<file path="config.mk">
export PLATFORM = sky130hd
export DESIGN_NAME = multicycle_control_flat
export DESIGN_NICKNAME = d
export VERILOG_FILES = /design/src/rtl/multicycle_control_pkg.sv /design/src/rtl/multicycle_control_if.sv /design/src/rtl/multicycle_control_op_class.sv /design/src/rtl/multicycle_control.sv /design/src/flat_wrapper.sv
export SDC_FILE = /design/constraint.sdc
export NUM_CORES = 1
export LEC_CHECK = 0
export CAP_MARGIN = 20
export CORE_MARGIN = 2
export CORE_UTILIZATION = 50
export DETAILED_ROUTE_END_ITERATION = 10
export PLACE_DENSITY = 0.85
export SLEW_MARGIN = 5
export SYNTH_ARGS = -nofsm -noshare
export SYNTH_HDL_FRONTEND = slang
export SYNTH_SLANG_ARGS = --single-unit
</file>
<file path="constraint.sdc">
create_clock -name clk -period 2.81 [get_ports clk]
set_input_delay 0.562 -clock clk [delete_from_list [all_inputs] [get_ports clk]]
set_output_delay 0.562 -clock clk [all_outputs]
set_load 0.05 [all_outputs]
</file>
<file path="src/rtl/multicycle_control_pkg.sv">
// Shared encodings for the multicycle MIPS-style controller:
// opcodes, funct codes, datapath select encodings and state codes.
package multicycle_control_pkg;

  localparam logic [5:0] OP_RTYPE = 6'h00;
  localparam logic [5:0] OP_J     = 6'h02;
  localparam logic [5:0] OP_JAL   = 6'h03;
  localparam logic [5:0] OP_BEQ   = 6'h04;
  localparam logic [5:0] OP_BNE   = 6'h05;
  localparam logic [5:0] OP_ADDI  = 6'h08;
  localparam logic [5:0] OP_ANDI  = 6'h0C;
  localparam logic [5:0] OP_ORI   = 6'h0D;
  localparam logic [5:0] OP_LUI   = 6'h0F;
  localparam logic [5:0] OP_LW    = 6'h23;
  localparam logic [5:0] OP_SW    = 6'h2B;

  localparam logic [5:0] FN_JR = 6'h08;

  localparam logic [2:0] ALU_ADD  = 3'b010;
  localparam logic [2:0] ALU_SUB  = 3'b001;
  localparam logic [2:0] ALU_ADDI = 3'b100;
  localparam logic [2:0] ALU_ORI  = 3'b101;
  localparam logic [2:0] ALU_ANDI = 3'b110;
  localparam logic [2:0] ALU_LUI  = 3'b011;
  localparam logic [2:0] ALU_FN   = 3'b111;

  localparam logic [1:0] SRCB_B    = 2'b00;
  localparam logic [1:0] SRCB_4    = 2'b01;
  localparam logic [1:0] SRCB_IMM  = 2'b10;
  localparam logic [1:0] SRCB_IMM2 = 2'b11;

  localparam logic [1:0] PCS_ALU    = 2'b00;
  localparam logic [1:0] PCS_ALUOUT = 2'b01;
  localparam logic [1:0] PCS_JUMP   = 2'b10;
  localparam logic [1:0] PCS_REGA   = 2'b11;

  localparam logic [3:0] S_FETCH    = 4'd0;
  localparam logic [3:0] S_DECODE   = 4'd1;
  localparam logic [3:0] S_MEM_ADDR = 4'd2;
  localparam logic [3:0] S_MEM_RD   = 4'd3;
  localparam logic [3:0] S_MEM_WB   = 4'd4;
  localparam logic [3:0] S_MEM_WR   = 4'd5;
  localparam logic [3:0] S_EXEC_R   = 4'd6;
  localparam logic [3:0] S_R_WB     = 4'd7;
  localparam logic [3:0] S_EXEC_I   = 4'd8;
  localparam logic [3:0] S_I_WB     = 4'd9;
  localparam logic [3:0] S_BRANCH   = 4'd10;
  localparam logic [3:0] S_JUMP     = 4'd11;
  localparam logic [3:0] S_JR       = 4'd12;

  typedef enum logic [2:0] {
    CL_MEM,
    CL_R,
    CL_JR,
    CL_I,
    CL_BR,
    CL_J,
    CL_ILL
  } op_class_t;

endpackage

</file>
<file path="src/rtl/multicycle_control_if.sv">
// Controller <-> datapath/memory bundle; master is the controller,
// slave is the datapath side.
interface multicycle_control_if;
  logic [5:0] OP;
  logic [5:0] Funct;
  logic       Zero;
  logic       mem_ready;
  logic       PCWrite;
  logic       IorD;
  logic       MemRead;
  logic       MemWrite;
  logic       IRWrite;
  logic       MemtoReg;
  logic       RegDst;
  logic       RegWrite;
  logic       ALUSrcA;
  logic       Link;
  logic [1:0] ALUSrcB;
  logic [2:0] ALUOp;
  logic [1:0] PCSource;

  modport master (
    input  OP, Funct, Zero, mem_ready,
    output PCWrite, IorD, MemRead, MemWrite,
    output IRWrite, MemtoReg, RegDst, RegWrite,
    output ALUSrcA, Link, ALUSrcB, ALUOp, PCSource
  );

  modport slave (
    output OP, Funct, Zero, mem_ready,
    input  PCWrite, IorD, MemRead, MemWrite,
    input  IRWrite, MemtoReg, RegDst, RegWrite,
    input  ALUSrcA, Link, ALUSrcB, ALUOp, PCSource
  );
endinterface

</file>
<file path="src/rtl/multicycle_control_op_class.sv">
// Combinational OP/Funct to instruction-class decoder.
module multicycle_op_class
  import multicycle_control_pkg::*;
(
  input  logic [5:0] op,
  input  logic [5:0] funct,
  output op_class_t  cls
);

  always_comb begin
    cls = CL_ILL;
    unique case (1'b1)
      (op == OP_LW),
      (op == OP_SW):     cls = CL_MEM;
      (op == OP_RTYPE):  cls = (funct == FN_JR) ? CL_JR : CL_R;
      (op == OP_ADDI),
      (op == OP_ANDI),
      (op == OP_ORI),
      (op == OP_LUI):    cls = CL_I;
      (op == OP_BEQ),
      (op == OP_BNE):    cls = CL_BR;
      (op == OP_J),
      (op == OP_JAL):    cls = CL_J;
      default:           cls = CL_ILL;
    endcase
  end

endmodule

</file>
<file path="src/rtl/multicycle_control.sv">
// Multicycle controller FSM with memory handshake waits and a
// retired-instruction counter.
module multicycle_control
  import multicycle_control_pkg::*;
#(
  parameter int CNT_W = 16
) (
  input  logic                clk,
  input  logic                reset,
  multicycle_control_if.master bus,
  output logic                illegal_op,
  output logic [3:0]          state,
  output logic [CNT_W-1:0]    instr_count
);

  logic [3:0] state_q;
  logic [3:0] state_d;
  logic [3:0] out_st;
  logic       retire;
  op_class_t  cls;

  multicycle_op_class u_cls (
    .op    (bus.OP),
    .funct (bus.Funct),
    .cls   (cls)
  );

  always_ff @(posedge clk) begin
    if (reset) state_q <= S_FETCH;
    else       state_q <= state_d;
  end

  always_comb begin
    state_d = S_FETCH;
    case (state_q)
      S_FETCH:
        state_d = bus.mem_ready ? S_DECODE : S_FETCH;
      S_DECODE: begin
        unique case (cls)
          CL_MEM:  state_d = S_MEM_ADDR;
          CL_R:    state_d = S_EXEC_R;
          CL_JR:   state_d = S_JR;
          CL_I:    state_d = S_EXEC_I;
          CL_BR:   state_d = S_BRANCH;
          CL_J:    state_d = S_JUMP;
          default: state_d = S_FETCH;
        endcase
      end
      S_MEM_ADDR:
        state_d = (bus.OP == OP_LW) ? S_MEM_RD : S_MEM_WR;
      S_MEM_RD:
        state_d = bus.mem_ready ? S_MEM_WB : S_MEM_RD;
      S_MEM_WR:
        state_d = bus.mem_ready ? S_FETCH : S_MEM_WR;
      S_EXEC_R: state_d = S_R_WB;
      S_EXEC_I: state_d = S_I_WB;
      default:  state_d = S_FETCH;
    endcase
  end

  // Reset forces FETCH-state outputs even before the first edge.
  assign out_st = reset ? S_FETCH : state_q;

  always_comb begin
    bus.PCWrite  = 1'b0;
    bus.IorD     = 1'b0;
    bus.MemRead  = 1'b0;
    bus.MemWrite = 1'b0;
    bus.IRWrite  = 1'b0;
    bus.MemtoReg = 1'b0;
    bus.RegDst   = 1'b0;
    bus.RegWrite = 1'b0;
    bus.ALUSrcA  = 1'b0;
    bus.Link     = 1'b0;
    bus.ALUSrcB  = SRCB_B;
    bus.ALUOp    = 3'b000;
    bus.PCSource = PCS_ALU;
    illegal_op   = 1'b0;
    case (out_st)
      S_FETCH: begin
        bus.MemRead = 1'b1;
        bus.ALUSrcB = SRCB_4;
        bus.ALUOp   = ALU_ADD;
        bus.IRWrite = bus.mem_ready;
        bus.PCWrite = bus.mem_ready;
      end
      S_DECODE: begin
        bus.ALUSrcB = SRCB_IMM2;
        bus.ALUOp   = ALU_ADD;
        illegal_op  = (cls == CL_ILL);
      end
      S_MEM_ADDR: begin
        bus.ALUSrcA = 1'b1;
        bus.ALUSrcB = SRCB_IMM;
        bus.ALUOp   = ALU_ADD;
      end
      S_MEM_RD: begin
        bus.MemRead = 1'b1;
        bus.IorD    = 1'b1;
      end
      S_MEM_WB: begin
        bus.RegWrite = 1'b1;
        bus.MemtoReg = 1'b1;
      end
      S_MEM_WR: begin
        bus.MemWrite = 1'b1;
        bus.IorD     = 1'b1;
      end
      S_EXEC_R: begin
        bus.ALUSrcA = 1'b1;
        bus.ALUOp   = ALU_FN;
      end
      S_R_WB: begin
        bus.RegDst   = 1'b1;
        bus.RegWrite = 1'b1;
      end
      S_EXEC_I: begin
        bus.ALUSrcA = 1'b1;
        bus.ALUSrcB = SRCB_IMM;
        case (bus.OP)
          OP_ORI:  bus.ALUOp = ALU_ORI;
          OP_ANDI: bus.ALUOp = ALU_ANDI;
          OP_LUI:  bus.ALUOp = ALU_LUI;
          default: bus.ALUOp = ALU_ADDI;
        endcase
      end
      S_I_WB: bus.RegWrite = 1'b1;
      S_BRANCH: begin
        bus.ALUSrcA  = 1'b1;
        bus.ALUOp    = ALU_SUB;
        bus.PCSource = PCS_ALUOUT;
        bus.PCWrite  = (bus.OP == OP_BNE) ? ~bus.Zero : bus.Zero;
      end
      S_JUMP: begin
        bus.PCSource = PCS_JUMP;
        bus.PCWrite  = 1'b1;
        bus.RegWrite = (bus.OP == OP_JAL);
        bus.Link     = (bus.OP == OP_JAL);
      end
      S_JR: begin
        bus.PCSource = PCS_REGA;
        bus.PCWrite  = 1'b1;
      end
      default: ;
    endcase
  end

  // Illegal DECODE and codes 13-15 return to FETCH without retiring.
  always_comb begin
    retire = 1'b0;
    case (state_q)
      S_MEM_WB, S_R_WB, S_I_WB,
      S_BRANCH, S_JUMP, S_JR: retire = 1'b1;
      S_MEM_WR:               retire = bus.mem_ready;
      default:                retire = 1'b0;
    endcase
  end

  always_ff @(posedge clk) begin
    if (reset)       instr_count <= '0;
    else if (retire) instr_count <= instr_count + 1'b1;
  end

  assign state = state_q;

endmodule

</file>
<file path="src/flat_wrapper.sv">
// flat-port wrapper written by rule: the top's interface ports become plain ports
module multicycle_control_flat import multicycle_control_pkg::*;
#(
  parameter int CNT_W = 16
)
  (clk, reset, illegal_op, state, instr_count, bus_OP, bus_Funct, bus_Zero, bus_mem_ready, bus_PCWrite, bus_IorD, bus_MemRead, bus_MemWrite, bus_IRWrite, bus_MemtoReg, bus_RegDst, bus_RegWrite, bus_ALUSrcA, bus_Link, bus_ALUSrcB, bus_ALUOp, bus_PCSource);
  multicycle_control_if bus_i ();
  input  logic clk;
  input  logic reset;
  output logic illegal_op;
  output logic [3:0] state;
  output logic [CNT_W-1:0] instr_count;
  input wire logic [$bits(bus_i.OP)-1:0] bus_OP;
  input wire logic [$bits(bus_i.Funct)-1:0] bus_Funct;
  input wire logic [$bits(bus_i.Zero)-1:0] bus_Zero;
  input wire logic [$bits(bus_i.mem_ready)-1:0] bus_mem_ready;
  output wire logic [$bits(bus_i.PCWrite)-1:0] bus_PCWrite;
  output wire logic [$bits(bus_i.IorD)-1:0] bus_IorD;
  output wire logic [$bits(bus_i.MemRead)-1:0] bus_MemRead;
  output wire logic [$bits(bus_i.MemWrite)-1:0] bus_MemWrite;
  output wire logic [$bits(bus_i.IRWrite)-1:0] bus_IRWrite;
  output wire logic [$bits(bus_i.MemtoReg)-1:0] bus_MemtoReg;
  output wire logic [$bits(bus_i.RegDst)-1:0] bus_RegDst;
  output wire logic [$bits(bus_i.RegWrite)-1:0] bus_RegWrite;
  output wire logic [$bits(bus_i.ALUSrcA)-1:0] bus_ALUSrcA;
  output wire logic [$bits(bus_i.Link)-1:0] bus_Link;
  output wire logic [$bits(bus_i.ALUSrcB)-1:0] bus_ALUSrcB;
  output wire logic [$bits(bus_i.ALUOp)-1:0] bus_ALUOp;
  output wire logic [$bits(bus_i.PCSource)-1:0] bus_PCSource;
  assign bus_i.OP = bus_OP;
  assign bus_i.Funct = bus_Funct;
  assign bus_i.Zero = bus_Zero;
  assign bus_i.mem_ready = bus_mem_ready;
  assign bus_PCWrite = bus_i.PCWrite;
  assign bus_IorD = bus_i.IorD;
  assign bus_MemRead = bus_i.MemRead;
  assign bus_MemWrite = bus_i.MemWrite;
  assign bus_IRWrite = bus_i.IRWrite;
  assign bus_MemtoReg = bus_i.MemtoReg;
  assign bus_RegDst = bus_i.RegDst;
  assign bus_RegWrite = bus_i.RegWrite;
  assign bus_ALUSrcA = bus_i.ALUSrcA;
  assign bus_Link = bus_i.Link;
  assign bus_ALUSrcB = bus_i.ALUSrcB;
  assign bus_ALUOp = bus_i.ALUOp;
  assign bus_PCSource = bus_i.PCSource;
  multicycle_control #(.CNT_W(CNT_W)) u_core (.clk(clk), .reset(reset), .bus(bus_i), .illegal_op(illegal_op), .state(state), .instr_count(instr_count));
endmodule
</file>
=== Word level (Yosys, flattened, before mapping) ===
Index checks and enable logic that the tools add are counted.

* Register bits after elaboration: 20
* Output and inout bits: 38

* Eq/ne operators: 41
* Reduce and logical (&&, ||, !) cells: 16
* Bitwise gates (word level): 1
* Muxes and demuxes: 26
* $add $sub $neg: 1

{| class="wikitable"
|+ Operator list
! kind !! count
|-
| 4-bit equality test (second input constant) || 10
|-
| 4-bit by 3-bit equality test with 1-bit output (second input constant) || 8
|-
| 6-bit by 4-bit equality test with 1-bit output (second input constant) || 5
|-
| 4-bit case mux with 7 select lines || 1
|-
| 4-bit case mux with 6 select lines || 1
|-
| 16-bit by 1-bit adder with 16-bit output (second input constant) || 1
|-
| 4-bit by 2-bit equality test with 1-bit output (second input constant) || 4
|-
| 3-bit case mux with 5 select lines || 1
|-
| 2-bit OR reduction || 7
|-
| 6-bit by 2-bit equality test with 1-bit output (second input constant) || 2
|-
| 6-bit by 3-bit equality test with 1-bit output (second input constant) || 2
|-
| 6-bit equality test (second input constant) || 2
|-
| 2-bit case mux with 3 select lines || 2
|-
| 3-bit case mux with 4 select lines || 1
|-
| 1-bit two-way mux || 11
|-
| 3-bit equality test (second input constant) || 3
|-
| 3-bit two-way mux || 3
|-
| 3-bit case mux with 3 select lines || 1
|-
| 4-bit by 1-bit equality test with 1-bit output (second input constant) || 2
|-
| 4-bit logical NOT || 2
|-
| 4-bit OR reduction || 2
|-
| 3-bit by 2-bit equality test with 1-bit output (second input constant) || 2
|-
| 6-bit logical NOT || 1
|-
| 3-bit OR reduction || 2
|-
| 8 further kinds || 9
|}

=== Longest topological paths before layout ===
Gate-level depths: netlist (run 1).

* Depth in word-level cells: 6
* Depth in mapped cells: 7

=== By module ===
From an unflattened synthesis (run 1), not the netlist that was laid out.

* Cells, all modules: 224
* Area, all modules: 1671.6 µm²

{| class="wikitable"
|+ By module, submodules not included
! module !! instances !! cells each !! area an instance (µm²)
|-
| multicycle_control || 1 || 198 || 1487.7
|-
| multicycle_op_class || 1 || 26 || 183.9
|}

=== Least setup slack after synthesis (run 1) ===
Ideal clock, no wire load.

* Path kind: register to output
* Start: register u_core.state_q[1], in the netlist u_core.state[1]
* End: output bus_RegWrite
* Cell stages (with the launch flop): 6
* Setup slack: -1030 ps
* Arrival time: 3278 ps
* Cells stage by stage: dfxtp_1 > buf_2 > nor2b_1 > nand2_1 > nor4_1 > a21o_1

* Cells in the longest elaborated chain, start to end: 4
* Elaborated cells between the ends (all ways): 7
* Classes of those cells: eq/ne (4); mux (2); reduce/logical (1)

{| class="wikitable"
|+ Ends and longest elaborated chain
! what !! line !! source
|-
| start, declared || multicycle_control.sv:16 || <nowiki>logic [3:0] state_q;</nowiki>
|-
| start signal, assigned || multicycle_control.sv:30 || <nowiki>else state_q <= state_d;</nowiki>
|-
| 4-bit two-way mux * || multicycle_control.sv:62 || <nowiki>assign out_st = reset ? S_FETCH : state_q;</nowiki>
|-
| 4-bit by 3-bit equality test with 1-bit output or 4-bit equality test (tied branches) || multicycle_control.sv:79 || <nowiki>case (out_st)</nowiki>
|-
| 3-bit OR reduction (no source line) || -- ||
|-
| 1-bit case mux with 2 select lines * || multicycle_control.sv:79 ||
|-
| end, declared || flat_wrapper.sv:24 || <nowiki>output wire logic [$bits(bus_i.RegWrite)-1:0] bus_RegWrite;</nowiki>
|}

Every way passes the cells marked *; elsewhere a longest branch is shown, timed or not.

=== Worst setup path in the final report (run 1) ===
* Start: input bus_OP[1]
* End: output illegal_op

* Cells in the longest elaborated chain, start to end: 5
* Elaborated cells between the ends (all ways): 18
* Classes of those cells: eq/ne (11); mux (2); reduce/logical (5)

{| class="wikitable"
|+ Ends and longest elaborated chain
! what !! line !! source
|-
| start, declared || flat_wrapper.sv:13 || <nowiki>input wire logic [$bits(bus_i.OP)-1:0] bus_OP;</nowiki>
|-
| 6-bit by 4-bit equality test with 1-bit output, or another cell as far along || multicycle_control_op_class.sv:16 || <nowiki>(op == OP_ADDI),</nowiki>
|-
| 4-bit OR reduction or 2-bit OR reduction (tied branches) || multicycle_control_op_class.sv:12 || <nowiki>unique case (1'b1)</nowiki>
|-
| 3-bit case mux with 5 select lines * || multicycle_control_op_class.sv:12 ||
|-
| 3-bit equality test * || multicycle_control.sv:90 || <nowiki>illegal_op = (cls == CL_ILL);</nowiki>
|-
| 1-bit two-way mux * || multicycle_control.sv:79 ||
|-
| end, declared || flat_wrapper.sv:10 || <nowiki>output logic illegal_op;</nowiki>
|}

Marked as above.

==> run metrics, run 1 <==
outcome=finished, final reports clean; Max IR drop VDD=between 0.3 and 0.4 mV; routed wire length on met3=approximately 220 um; final layout net count=between 300 and 400; setup violators final=0; Post-synth EDFFs=0; post-DP HPWL=approximately 3.6 mm; wirelength, routed=4.71 mm; Main synth FF type=dfxtp_1; Starting DRT DRC Count=~120; min Tclk post-route=~2.7 ns; hold_buf cts=0; CTS sink cnt=20; first-pass GRT wire length=~7.6 mm; IO Count=54; utilization after layout=0.835; Num CTS Buffers=3; via count=1889; Synth cell types=57; clk_lat worst skew=0.31 ns; RSZ-0062 raised after global routing=false; crit path from=bus_OP[1]; Ant. Diodes=0; Ys Warns=0; crit end category=output port; Pwr Total=~610 uW; FF-to-FF setup slack=about 0.66 ns; Slew headroom=0.617; port buffer count=53; GP Congestion=about 0.90; cell chain of the critical path=clkdlybuf4s50_1 -> or4_4 -> a31o_1 -> o311ai_1 -> nor2_1 -> buf_12; Max Clock Skew=around 0.0067 ns; share of layout cells above drive strength 1=0.216; final global-route overflow total=0; clk buf depth=2; chip height=61.0 um; r2r startpoint=u_core.state[2]; clk slew on worst S/H paths=about 0.1 ns; H-tree levels=1; async set or reset register ratio after synthesis=0; antenna violations before repair=0; Synth Register Bits=20; width of the chip=just over 60 um; crit path launch type=primary input; Metal-1 WL=2.05 mm; Hold WS=~0.49 ns; Leakage=slightly above 0.9 nW; HP Start=u_core.instr_count[1]; TritonRoute pass-1 iters=4; Seq/Total Area, Yosys=0.246; largest net degree at the start of global routing=20; highest routed layer=met4; Root Buffer=clkbuf_4; Setup CP Type=in -> out; met2 wire len=around 2.4 mm; CORE AREA=roughly 3100 um2; Site Rows=20; Avg Cell Area, Syn=between 7 and 8 um2; power density cells=238 nW/um2; Worst EP arrival=approximately 2.2 ns; Max Cap Viol=0; CP peak stage delay=roughly 0.55 ns; Total GRT Usage=0.270; period utilization=0.976; total die area=approximately 3700 um2; Vias/cell=between 5 and 6; Starting Density=0.528; synthesized area=approximately 1600 um2; Crit-path slowest cell=or4_4; WL/cell=between 10 and 15 um; maximum fanout along the worst path=4; final hold viol count=0; syn_nets=between 200 and 250; Area Overhead vs Synth=58.0%; Slew Viols, Final=0; Req. time, crit path=2.25 ns; # DRC=0; antenna-violating nets left=0; number of global-route vias before repair=approximately 1700; TritonCTS clock tree=yes; fmax=about 360 MHz; worst hold path class=reg -> reg; actual slew at the worst max-slew pin=0.574 ns; number of cells produced by synthesis=around 220
per-stage QoR:
step / cell area (um2) / setup TNS, ns / std cells / setup slack (ns)
2_1_floorplan: 1670 / -0.140 / 221 / -0.0978
6_report: 2570 / 0 / 326 / 0.0666
3_5_place_dp: 2520 / -0.0361 / 323 / -0.0361
3_3_place_gp: 2520 / 0 / 323 / 0.0330
5_1_grt: 2570 / 0 / 326 / 0.00210
4_1_cts: 2540 / 0 / 326 / 0.00624
layout make-up:
type / count / area [um2]
Multi-Input combinational cell: 177 / 1190
Clock buffer: 3 / 22.5
Fill cell: 195 / 508
Tap cell: 44 / 55.1
Inverter: 6 / 22.5
Timing Repair Buffer: 76 / 881
Sequential cell: 20 / 400
worst max-delay path, delay by kind of cell:
kind	cells	cell delay, ns
AOI/OAI and AO/OA	2	0.31
buffers and inverters	2	0.64
and+or+nand+nor	2	0.67
power breakdown:
group,internal [mW],total [mW],switching [mW]
Combinational,0.0833,0.187,0.103
Sequential,0.285,0.289,0.00353
Clock,0.0502,0.137,0.0870
Total,0.419,0.613,0.194
synth_stat cells (3+ instances only):
master     number  area share
a21o_1          4       0.018
a21oi_1        12       0.037
and3_1          3       0.012
clkbuf_1       13       0.030
dfxtp_1        20        0.25
inv_1           4      0.0092
nand2_1        14       0.032
nand2b_1        3       0.012
nand3_1         6       0.018
nand4_1         4       0.015
nor2_1         29       0.067
nor2b_1         8       0.031
nor3_1          9       0.028
nor4_1          5       0.019
o2111ai_1       4       0.022
o211ai_1        6       0.028
o21ai_0        10       0.031
o21ai_1         4       0.012
xnor2_1         4       0.022
xor2_1         14       0.075
path summary, 6_finish.rpt:
check | to | depth (start not counted)
hold reg to reg | u_core.instr_count[1] | 2
setup / recovery | illegal_op | 6
hold / removal | u_core.instr_count[1] | 2
setup reg to reg | u_core.instr_count[14] | 6
kinds of logic (layout without fill, tap and decap cells):
family,count (synthesis),count (layout),share of synthesized area
AOI/OAI and AO/OA,62,62,0.275
buffers and inverters,24,85,0.0638
xor gates and xnor gates,18,18,0.0969
and+or+nand+nor,96,96,0.311
adders and majority gates,1,1,0.00769
DFF,20,20,0.246
state kept, by name, summed over array words and instances (netlist names):
register            cells
u_core.state            4
u_core.instr_count     16
what timing repair did:
| action | 4_1_cts | 5_1_grt |
|---|---|---|
| setup buffers | 0 | 0 |
| resized for setup | 2 | 7 |
| endpoints found under the setup margin | 1 | 3 |
| pin swaps | 1 | 2 |
layer usage:
metal  up-vias  global-route usage
met1       888               0.362
li1        934                   -
met4         0              0.0870
met2        58               0.433
met5         -                   0
met3         9              0.0588
placed cells by master, fill, tap and decap left out, types with 6 or more instances in the layout:
master / count
buf_4: 24
nand3_1: 6
nor3_1: 6
clkdlybuf4s50_1: 31
nand2_1: 14
nor2_1: 28
dfxtp_1: 20
buf_12: 17
nor2b_1: 8
a21oi_1: 11
o211ai_1: 6
o21ai_0: 9
xor2_1: 14
Note: power is estimated with default switching activity, not from simulation.
==> inputs of run 2 (changes only) <==
--- a/config.mk
+++ b/config.mk
@@ -6,11 +6,9 @@
 export NUM_CORES = 1
 export LEC_CHECK = 0
 export CAP_MARGIN = 20
-export CORE_MARGIN = 2
 export CORE_UTILIZATION = 50
 export DETAILED_ROUTE_END_ITERATION = 10
 export PLACE_DENSITY = 0.85
-export SLEW_MARGIN = 5
 export SYNTH_ARGS = -nofsm -noshare
 export SYNTH_HDL_FRONTEND = slang
 export SYNTH_SLANG_ARGS = --single-unit
==> run 2 against run 1 <==
  * Clock power rose by 27%
  * Sequential cell count is the same
  * Sequential share of layout area rose by 0.079 points
==> run metrics, run 2 (synthesis gave the netlist of run 1 again) <==
Max Cap Viol=0 (unchanged); chip height=59.0 um (-3.3%); Req. time, crit path=2.25 ns (about the same); r2r worst-path depth=6 (unchanged); period utilization=0.964 (-0.0127); via count=1878 (-0.58%); Num CTS Buffers=3 (unchanged); TritonRoute pass-1 iters=4 (unchanged); most common cell after layout, fill and taps aside=clkdlybuf4s50_1; Worst Hold Depth=2 (unchanged); Setup CP Type=in -> out; antenna-violating nets left=0 (unchanged); CP peak stage delay=0.55 ns (about the same); antenna violations before repair=0 (unchanged); setup violators final=0 (unchanged); Site Rows=20 (unchanged); width of the chip=59.0 um (-3.3%); max reg flops=16 (unchanged); Slew Viols, Final=0 (unchanged); Root Buffer=clkbuf_4; Slew headroom=0.616 (about the same); post-CTS sizing=0 (-2); Leakage=0.924 nW (-0.97%); RSZ-0062 raised after global routing=true; final global-route overflow total=0 (unchanged); outcome=finished, final reports clean; crit path launch type=primary input; final layout net count=300 (-0.33%); # DRC=0 (unchanged); CTS sink cnt=20 (unchanged); clk_lat worst skew=0.32 ns (about the same); clk slew on worst S/H paths=0.11 ns (about the same); Setup Buffers After CTS=0 (unchanged); largest net degree at the start of global routing=21 (+5.0%); wirelength, routed=4.70 mm (-0.21%); Ant. Diodes=0 (unchanged); reg2reg end=u_core.instr_count[14]; TritonCTS clock tree=yes; Top reg by flops=u_core.instr_count; H-tree levels=1 (unchanged); utilization after layout=0.833 (-0.00163); cell chain of the critical path=clkdlybuf4s50_1 -> or4_1 -> a31o_1 -> o311ai_1 -> nor2_1 -> buf_12; r2r startpoint=u_core.state[2]; worst hold path class=reg -> reg; share of layout cells above drive strength 1=0.213 (-0.00355); crit end category=output port; WL/cell=14.4 um (-0.21%); min Tclk post-route=2.71 ns (-0.0357 ns); number of global-route vias before repair=1720 (+2.4%); first-pass GRT wire length=7.65 mm (unchanged); GP Congestion=0.859 (-4.3%); actual slew at the worst max-slew pin=0.575 ns (+0.000360 ns); port buffer count=53 (unchanged); Placed Instances=322 (-0.31%); Starting Density=0.528 (unchanged); final hold viol count=0 (unchanged); Crit-path slowest cell=or4_1; Worst EP arrival=2.15 ns (-0.03 ns); post-layout instance count excluding filler cells=326 (unchanged); CORE AREA=3080 um2 (unchanged); FF-to-FF setup slack=0.58 ns (-0.08 ns); hold_buf cts=0 (unchanged); most frequent cells in the layout=clkdlybuf4s50_1 (32), nor2_1 (28), buf_4 (23); fmax=369 MHz (+1.3%); clk buf depth=2 (unchanged); Max IR drop VDD=0.305 mV (-17%); CP top delay family=simple AND/OR/NAND/NOR gates; Vias/cell=5.76 (-0.58%); Pwr Total=648 uW (+5.8%); power density cells=253 nW/um2 (+6.0%); post-DP HPWL=3.58 mm (+0.23%); Area Overhead vs Synth=57.7%; number of buffers and inverters on the critical path=2 (unchanged); total die area=3490 um2 (-6.4%); Max Clock Skew=0.00135 ns (-0.00533 ns); maximum fanout along the worst path=4 (unchanged); HP Start=u_core.instr_count[15]; Hold Path End=u_core.instr_count[15]; Starting DRT DRC Count=131 (+13%); Total GRT Usage=0.283 (+0.0124); IO Count=54 (unchanged)
## run 2: cell types whose count changed in the layout (fill, tap and decap cells not counted), sizes merged
cell / delta
buf: -1
clkbuf: +1
clkdlybuf4s50: +1
dlymetal6s2s: -1
## run 2: power by group
part / total, mW / leakage (nW) / internal, mW / switching (mW)
clock: 0.174 / 0.0210 / 0.0794 / 0.0950
sequential: 0.289 / 0.162 / 0.285 / 0.00349
combinational: 0.185 / 0.741 / 0.0824 / 0.102
## run 2: worst max-delay path by stage
stage          slack, ns            to  cells after the start             from
6_report            0.10    illegal_op                      6        bus_OP[1]
5_1_grt            0.002    illegal_op                      8        bus_OP[0]
4_1_cts            0.002    illegal_op                      7        bus_OP[2]
3_5_place_dp       0.005    illegal_op                      7        bus_OP[2]
3_3_place_gp        0.06    illegal_op                      7        bus_OP[2]
2_1_floorplan       -0.1  bus_RegWrite                      5  u_core.state[1]
## run 2: final cells by class
cell class                 instances  area, um2
timing repair buffer              75        871
inverter                           6       22.5
fill                             204        513
sequential                        20        402
tap                               44       55.1
multi-input combinational        177       1180
clock buffer                       4       36.3
## run 2: per-layer routing
metal / wire, um / vias to the layer above / part of all wire / track usage
met5: 0 / - / 0 / 0
met4: 67 / 0 / 0.014 / 0.0714
met3: 198 / 11 / 0.042 / 0.0655
met2: 2390 / 57 / 0.51 / 0.484
met1: 2040 / 875 / 0.43 / 0.357
li1: - / 935 / - / -
## run 2: stage by stage
stage | setup TNS (ns) | hold slack (ns) | area, um2 | setup WS (ns)
4_1_cts | 0 | 0.496 | 2550 | 0.00183
3_3_place_gp | 0 | 0.459 | 2510 | 0.0635
3_5_place_dp | 0 | 0.480 | 2510 | 0.00495
5_1_grt | 0 | 0.514 | 2560 | 0.00211
6_report | 0 | 0.489 | 2560 | 0.102
2_1_floorplan | -0.140 | 0.688 | 1670 | -0.0978
## run 2: worst register-to-register path, cell delays in order, from the launching register on
cell       delay, ns
dfxtp_1         0.67
inv_1           0.21
a2111oi_4       0.38
buf_4           0.26
o21ai_1         0.13
or3_1           0.38
a21oi_1         0.14
